`config.mk`:
```
export PLATFORM = sky130hd
export DESIGN_NAME = fetch_queue
export DESIGN_NICKNAME = d
export VERILOG_FILES = /design/src/rtl/fetch_queue.sv
export SDC_FILE = /design/constraint.sdc
export NUM_CORES = 1
export LEC_CHECK = 0
export ABC_AREA = 1
export BUFFER_PORTS_ARGS = -buffer_cell sky130_fd_sc_hd__buf_2
export CAP_MARGIN = 25
export CELL_PAD_IN_SITES_DETAIL_PLACEMENT = 0
export CELL_PAD_IN_SITES_GLOBAL_PLACEMENT = 1
export CORE_MARGIN = 8
export CORE_UTILIZATION = 46
export DETAILED_ROUTE_END_ITERATION = 8
export PLACE_DENSITY_LB_ADDON = 0.2
export SYNTH_ARGS = -nofsm -noshare
export SYNTH_HDL_FRONTEND = slang
export SYNTH_SLANG_ARGS = --single-unit
export TNS_END_PERCENT = 50
```
`constraint.sdc`:
```
create_clock -name clk -period 5.4 [get_ports clk]
set_input_delay 1.08 -clock clk [delete_from_list [all_inputs] [get_ports clk]]
set_output_delay 1.08 -clock clk [all_outputs]
set_load 0.02 [all_outputs]
```
`src/rtl/fetch_queue.sv`:
```
// fetch_queue: instruction-fetch front end feeding the IF/ID register.
// Owns the fetch PC, keeps at most one instruction-memory request in flight,
// buffers {instr, pc+4} in a DEPTH-entry FIFO and drops stale responses
// after a branch redirect.
// Optional feature: define FETCH_QUEUE_BYPASS_EN to forward a response straight
// to out_* in the same cycle when the FIFO is empty.
module fetch_queue #(
  parameter int          DEPTH    = 4,
  parameter logic [31:0] RESET_PC = 32'h0
) (
  input  logic        clk,
  input  logic        startin,
  output logic        imem_req,
  output logic [31:0] imem_addr,
  input  logic        imem_ready,
  input  logic        imem_rvalid,
  input  logic [31:0] imem_rdata,
  input  logic        redirect,
  input  logic [31:0] redirect_pc,
  input  logic        IF_IDWrite,
  output logic        out_valid,
  output logic [31:0] out_instr,
  output logic [31:0] out_pc_plus_4
);

  localparam int               PTR_W   = $clog2(DEPTH);
  localparam int               CNT_W   = PTR_W + 1;
  localparam logic [CNT_W-1:0] DEPTH_C = CNT_W'(DEPTH);

  typedef enum logic [1:0] {
    ST_IDLE,
    ST_REQ,
    ST_WAIT,
    ST_DROP
  } state_t;

  state_t           r_state;
  logic [31:0]      r_pc;
  logic [31:0]      r_inflight_pc;
  logic [PTR_W-1:0] r_rd_ptr;
  logic [PTR_W-1:0] r_wr_ptr;
  logic [CNT_W-1:0] r_count;
  logic [31:0]      r_instr_mem [DEPTH];
  logic [31:0]      r_pc4_mem   [DEPTH];

  logic             w_hs;
  logic             w_rsp;
  logic             w_head_vld;
  logic             w_byp;
  logic             w_push;
  logic             w_pop;
  logic [CNT_W-1:0] w_count_nxt;

  // Request outputs come straight from state registers, never from inputs.
  assign imem_req  = (r_state == ST_REQ);
  assign imem_addr = r_pc;

  assign w_hs       = (r_state == ST_REQ) && imem_ready;
  assign w_rsp      = (r_state == ST_WAIT) && imem_rvalid;
  assign w_head_vld = (r_count != '0);
  // A redirect flushes the FIFO, so any pop in that cycle is meaningless.
  assign w_pop      = w_head_vld && IF_IDWrite && !redirect;

`ifdef FETCH_QUEUE_BYPASS_EN
  assign w_byp = !w_head_vld && w_rsp && !redirect;
`else
  assign w_byp = 1'b0;
`endif

  // A bypassed response that the consumer takes immediately never occupies a slot.
  assign w_push      = w_rsp && !redirect && !(w_byp && IF_IDWrite);
  assign w_count_nxt = r_count + CNT_W'(w_push) - CNT_W'(w_pop);

`ifdef FETCH_QUEUE_BYPASS_EN
  // Present the FIFO head, or the live response when the FIFO is empty; nop otherwise.
  always_comb begin
    out_valid     = w_head_vld || w_byp;
    out_instr     = 32'h0;
    out_pc_plus_4 = 32'h0;
    if (w_head_vld) begin
      out_instr     = r_instr_mem[r_rd_ptr];
      out_pc_plus_4 = r_pc4_mem[r_rd_ptr];
    end else if (w_byp) begin
      out_instr     = imem_rdata;
      out_pc_plus_4 = r_inflight_pc + 32'd4;
    end
  end
`else
  // Present the FIFO head; nop when empty.
  always_comb begin
    out_valid     = w_head_vld;
    out_instr     = 32'h0;
    out_pc_plus_4 = 32'h0;
    if (w_head_vld) begin
      out_instr     = r_instr_mem[r_rd_ptr];
      out_pc_plus_4 = r_pc4_mem[r_rd_ptr];
    end
  end
`endif

  // Fetch FSM, fetch PC and FIFO bookkeeping; reset beats redirect, redirect beats push/pop.
  always_ff @(posedge clk) begin
    if (startin) begin
      r_state  <= ST_IDLE;
      r_pc     <= RESET_PC;
      r_count  <= '0;
      r_rd_ptr <= '0;
      r_wr_ptr <= '0;
    end else if (redirect) begin
      r_pc     <= redirect_pc;
      r_count  <= '0;
      r_rd_ptr <= '0;
      r_wr_ptr <= '0;
      case (r_state)
        ST_IDLE: r_state <= ST_REQ;
        // An accepted request still owes a response, which must be dropped.
        ST_REQ:  r_state <= imem_ready ? ST_DROP : ST_REQ;
        // A response landing in the redirect cycle is discarded here and now;
        // otherwise wait in DROP for the stale one.
        ST_WAIT,
        ST_DROP: r_state <= imem_rvalid ? ST_REQ : ST_DROP;
        default: r_state <= ST_IDLE;
      endcase
    end else begin
      r_count <= w_count_nxt;
      if (w_push) r_wr_ptr <= r_wr_ptr + 1'b1;
      if (w_pop)  r_rd_ptr <= r_rd_ptr + 1'b1;
      case (r_state)
        ST_IDLE: begin
          if (r_count < DEPTH_C) r_state <= ST_REQ;
        end
        ST_REQ: begin
          if (imem_ready) begin
            r_pc    <= r_pc + 32'd4;
            r_state <= ST_WAIT;
          end
        end
        ST_WAIT: begin
          if (imem_rvalid) r_state <= (w_count_nxt < DEPTH_C) ? ST_REQ : ST_IDLE;
        end
        ST_DROP: begin
          if (imem_rvalid) r_state <= ST_REQ;
        end
        default: r_state <= ST_IDLE;
      endcase
    end
  end

  // Datapath storage: in-flight address and FIFO payload carry no reset.
  always_ff @(posedge clk) begin
    if (w_hs) r_inflight_pc <= r_pc;
    if (w_push) begin
      r_instr_mem[r_wr_ptr] <= imem_rdata;
      r_pc4_mem[r_wr_ptr]   <= r_inflight_pc + 32'd4;
    end
  end

endmodule

```
After elaboration in Yosys (flattened, before gate mapping)
Memories as Yosys holds them, arrays and structs flattened. A register that Yosys moved wholly into a read port is not among the register bits.
Index checks and enable logic that the tools add are counted.
Cells by class
  $add $sub $neg: 6
  multiply operators: 0
  div/mod/pow operators: 0
  magnitude comparators: 2
  equality and inequality tests: 7
  shifts and indexed selects: 0
  muxes and demuxes: 21
  bitwise operators: 0
  reductions and logical operators: 14
Operators with widths (count)
  two-way mux 32 bit: 5
  adder 32 x 3 -> 32 bit, second input constant: 2
  two-way mux 2 bit: 11
  inequality test 3 bit, second input constant: 3
  one-hot mux 2 bit (4 select lines): 1
  less-than comparator 3 bit, second input constant: 2
  one-hot mux 2 bit (3 select lines): 1
  logical AND 1 bit: 5
  adder 2 x 1 -> 2 bit, second input constant: 2
  == test 2 bit, second input constant: 2
  AND reduction 4 bit: 1
  nonzero test 2 bit: 2
  OR reduction 2 bit: 2
  adder 3 x 1 -> 3 bit: 1
  two-way mux 1 bit: 3
  inequality test 3 x 1 -> 1 bit, second input constant: 1
  nonzero test 3 bit: 1
  subtractor 3 x 1 -> 3 bit: 1
  == test 2 x 1 -> 1 bit, second input constant: 1
  logical NOT 2 bit: 1
  AND reduction 2 bit: 1
  logical NOT 1 bit: 1
Storage, ports and cells
  register bits after elaboration: 73
  latch bits: 0
  bits in writable memories: 256
  bits in read-only memories: 0
  input port bits: 70
  output and inout port bits: 98
  logic and storage cells: 58
  memories kept: 2
Memories
  r_instr_mem: words 4, width 32, read ports 1, clocked after memory_dff 1, write ports 1, line 43  | logic [31:0] r_instr_mem [DEPTH];
  r_pc4_mem: words 4, width 32, read ports 1, clocked after memory_dff 1, write ports 1, line 44  | logic [31:0] r_pc4_mem [DEPTH];

Logic depth before layout (Yosys ltp)
  depth after elaboration: 10
  gate-level depth with buffers: 14
  gate-level depth less buffers: 14

Least setup slack after synthesis
OpenSTA, ideal clock, no wires.
  kind: in2reg
  start: input port redirect
  end: memory r_instr_mem[0][0], enable pin
  setup time: 0.486 ns
  arrival: 4.317 ns
  required time: 4.914 ns
  setup slack: 0.597 ns
  stages: 5
  path buffers: 2
  cells stage by stage: buf_2 > buf_1 > nor2_1 > inv_1 > nor2_1
On the way
  cells in the longest elaborated chain, start to end: 4
Ends and longest elaborated chain
  start, declared: line 18  | input logic redirect,
  logical NOT 1 bit: line 71  | assign w_push = w_rsp && !redirect && !(w_byp && IF_IDWrite);
  logical AND 1 bit: line 71
  two-way mux 1 bit: line 152  | if (w_push) begin
  two-way mux 1 bit (implied by the code): line 153  | r_instr_mem[r_wr_ptr] <= imem_rdata;
  end, declared: line 43
No other way between the ends.

==> key figures <==
Global routing
  – Met3 global-route usage: 0.0330
  – Pin count of the biggest net entering global routing: 93
  – Initial antenna violation count: 0
  – GRT Max-Usage Layer: met2
  – GRT met1 Usage: 0.234
  – Gr usage total: 0.179
  – Number of global-route vias before repair: 9880
  – First-pass GRT wire length: 52500 µm
  – Grt total ovfl: 0
  – GRT met2 Usage: 0.304

Hold path
  – Tightest Hold Check Type: register to register

Clocking
  – Clock Latency Late Sink: 0.51 ns
  – Clock slew seen by the registers of the worst setup and hold paths: 0.06 ns
  – Setup Buffers After CTS: 0
  – Htree depth: 2
  – CTS tree: done
  – Post_cts resized: 0
  – Clk buf depth: 3
  – Total CTS buffers: 35
  – Hold Buf Count CTS: 0
  – Clk root buf: clkbuf_16
  – Sink Count: 331

Final layout
  – Net count, final: 1590
  – ANT cells: 0
  – Fin util: 0.543
  – Layout cells sized above 1: 0.164
  – Area delta synth->final: 16.4%

Power
  – Cell area power density: 321 nW/µm²
  – Static Leakage: 6.18 nW
  – Overall power: 5.32 mW
  – Peak supply drop: 170 µV

Yosys
  – Synth area leaders: edfxtp_1 (61%), nor2_1 (8.6%), dfxtp_1 (6.0%)
  – Library cells used by synthesis: 35
  – Yosys top cell by area: edfxtp_1
  – Synth Warn #: 0
  – Post-synth ARST share: 0
  – Post-synth EDFFs: 288
  – Syn Nets: 1433
  – Syn avg cell area: 10.5 µm²
  – Top-area cell type share of the netlist area: 0.608
  – Post-synthesis cell area: 14200 µm²
  – Post-Syn Instances: 1354
  – Synth Flop Type: edfxtp_1
  – #FFs+latches synth: 331
  – Post-synthesis sequential area ratio: 0.668

STA
  – RSZ-0062 raised after global routing: false
  – TNS Setup: 0 ns
  – Tightest Pin Transition: 1.04 ns
  – Final Hold Fails: 0
  – Tmin final: 3.95 ns
  – Final worst-path cycle share: 0.731
  – Slew Limit Fails: 0
  – Setup ws final: 1.45 ns
  – Final Setup Violations: 0
  – Worst slew margin: 0.309
  – Fmax: 0.253 GHz
  – Worst Skew: 0.0136 ns

Die
  – # IOs: 168
  – Die area: 36800 µm²
  – Die height: 192 µm
  – Cell row count: 64
  – Initial Util: 0.466
  – Core Region: 30500 µm²
  – Die W: 192 µm

Critical path
  – Slowest cell on crit path: buf_4
  – CP Capture Type: primary output
  – CP Cell Sequence: buf_4 > nor2_1 > nor2_1 > o21ai_0 > a21oi_1 > buf_2
  – Worst path buffer plus inverter count: 2
  – CP dominant cell by count: nor2_1
  – Critical path class: register to primary output
  – Critical Path RT: 4.32 ns
  – WP data arrival: 2.87 ns
  – Startpoint Class: register
  – Delay-heaviest family, CP: buffers and inverters
  – CP max stage delay: 0.83 ns
  – CP Max Fanout: 92

Route
  – DRC: 0
  – WL final: 33400 µm
  – Vias: 9902
  – Mean number of vias per cell: 5.12
  – ANT nets after route: 0
  – DRT iter0 DRCs: 608
  – DR pass1 iterations: 5
  – Drt wl/cell: 17.3 µm

Job
  – Max-cap violations: 0

Placement
  – GPL Wtd Cong: 0.857
  – Dpl ws: 1.72 ns
  – Port buffer count: 167
  – Detailed Place HPWL: 21100 µm

Status
  – Outcome: complete, no violations
## final cells by class
class | instances | area [µm²]
Fill cell | 2694 | 13900
Sequential cell | 331 | 9510
Multi-Input combinational cell | 880 | 4200
Timing Repair Buffer | 180 | 971
Clock buffer | 45 | 935
Tap cell | 396 | 495
Inverter | 83 | 312
Clock inverter | 18 | 139
## through the flow
stage	cell area [µm²]	hold slack [ns]	std cells
floorplan	14200	0.436	1354
global placement	15500	0.449	1869
detailed placement	15500	0.467	1870
CTS	16600	0.479	1933
global route	16600	0.497	1933
finish	16600	0.480	1933
## tightest hold or removal path, stage by stage, from the launching register on
cell     delay, ns
dfxtp_1       0.30
inv_1         0.06
a21oi_1       0.07
## power breakdown
part / total (mW) / switching (mW) / internal, mW
Clock: 2.24 / 0.919 / 1.32
Combinational: 0.215 / 0.146 / 0.0695
Sequential: 2.86 / 0.0433 / 2.82
## cell usage in the layout, fill, tap and decap left out, types with 4 or more instances in the layout
cell / n
nor2_1: 322
edfxtp_1: 288
buf_2: 167
o21ai_0: 151
nand2_1: 148
a21oi_1: 95
inv_1: 80
nand3_1: 47
dfxtp_1: 41
clkbuf_16: 36
xor2_1: 21
xnor2_1: 17
clkinv_1: 13
nor3_1: 12
nor2_4: 10
buf_4: 10
nand4_1: 9
clkbuf_1: 9
a31oi_1: 8
ha_1: 8
nand2_2: 5
nor2_2: 4
nor4_1: 4
## registers in the layout (all words and copies together), names as in the netlist, named ones only
signal	flops
imem_addr	32
r_count	3
r_inflight_pc	32
r_instr_mem	128
r_pc4_mem	128
r_rd_ptr	2
r_state	2
r_wr_ptr	2
## logic make-up after synthesis
| family | Yosys count | share of synthesized area |
|---|---|---|
| and+or+nand+nor | 572 | 0.167 |
| DFF | 331 | 0.668 |
| AOI/OAI and AO/OA | 261 | 0.0934 |
| buffers and inverters | 143 | 0.0394 |
| xor gates and xnor gates | 38 | 0.0234 |
| adders and majority gates | 9 | 0.00844 |
## synthesized netlist by cell type, types with 4 or more instances
| library cell | n |
|---|---|
| nor3_1 | 13 |
| nand4_1 | 9 |
| inv_1 | 80 |
| ha_1 | 8 |
| nor2_4 | 6 |
| nand3_1 | 47 |
| xor2_1 | 21 |
| buf_2 | 18 |
| clkbuf_1 | 29 |
| nand2_2 | 5 |
| edfxtp_1 | 288 |
| o21ai_0 | 151 |
| xnor2_1 | 17 |
| a21oi_1 | 95 |
| nor2_1 | 326 |
| nor4_1 | 4 |
| a31oi_1 | 8 |
| dfxtp_1 | 43 |
| buf_1 | 12 |
| nand2_1 | 148 |
| nor2_2 | 4 |
## metal layers
| metal | up-vias | wire, µm |
|---|---|---|
| met3 | 39 | 1880 |
| met5 | - | 0 |
| met2 | 253 | 15900 |
| met1 | 4657 | 15000 |
| li1 | 4953 | - |
| met4 | 0 | 549 |
## worst paths after layout
| path | from | endpoint | slack (ns) | cells after the start |
|---|---|---|---|---|
| min reg2reg | r_rd_ptr[1]$_SDFFE_PP0P_ | register | 0.48 | 2 |
| max reg2reg | r_count[1]$_SDFF_PP0_ | r_state[0]$_SDFFE_PP0P_ | 2.47 | 13 |
| min | r_rd_ptr[1]$_SDFFE_PP0P_ | register | 0.48 | 2 |
| max | register | out_pc_plus_4[18] | 1.45 | 6 |
No activity file was read; power rests on OpenSTA's default activity.
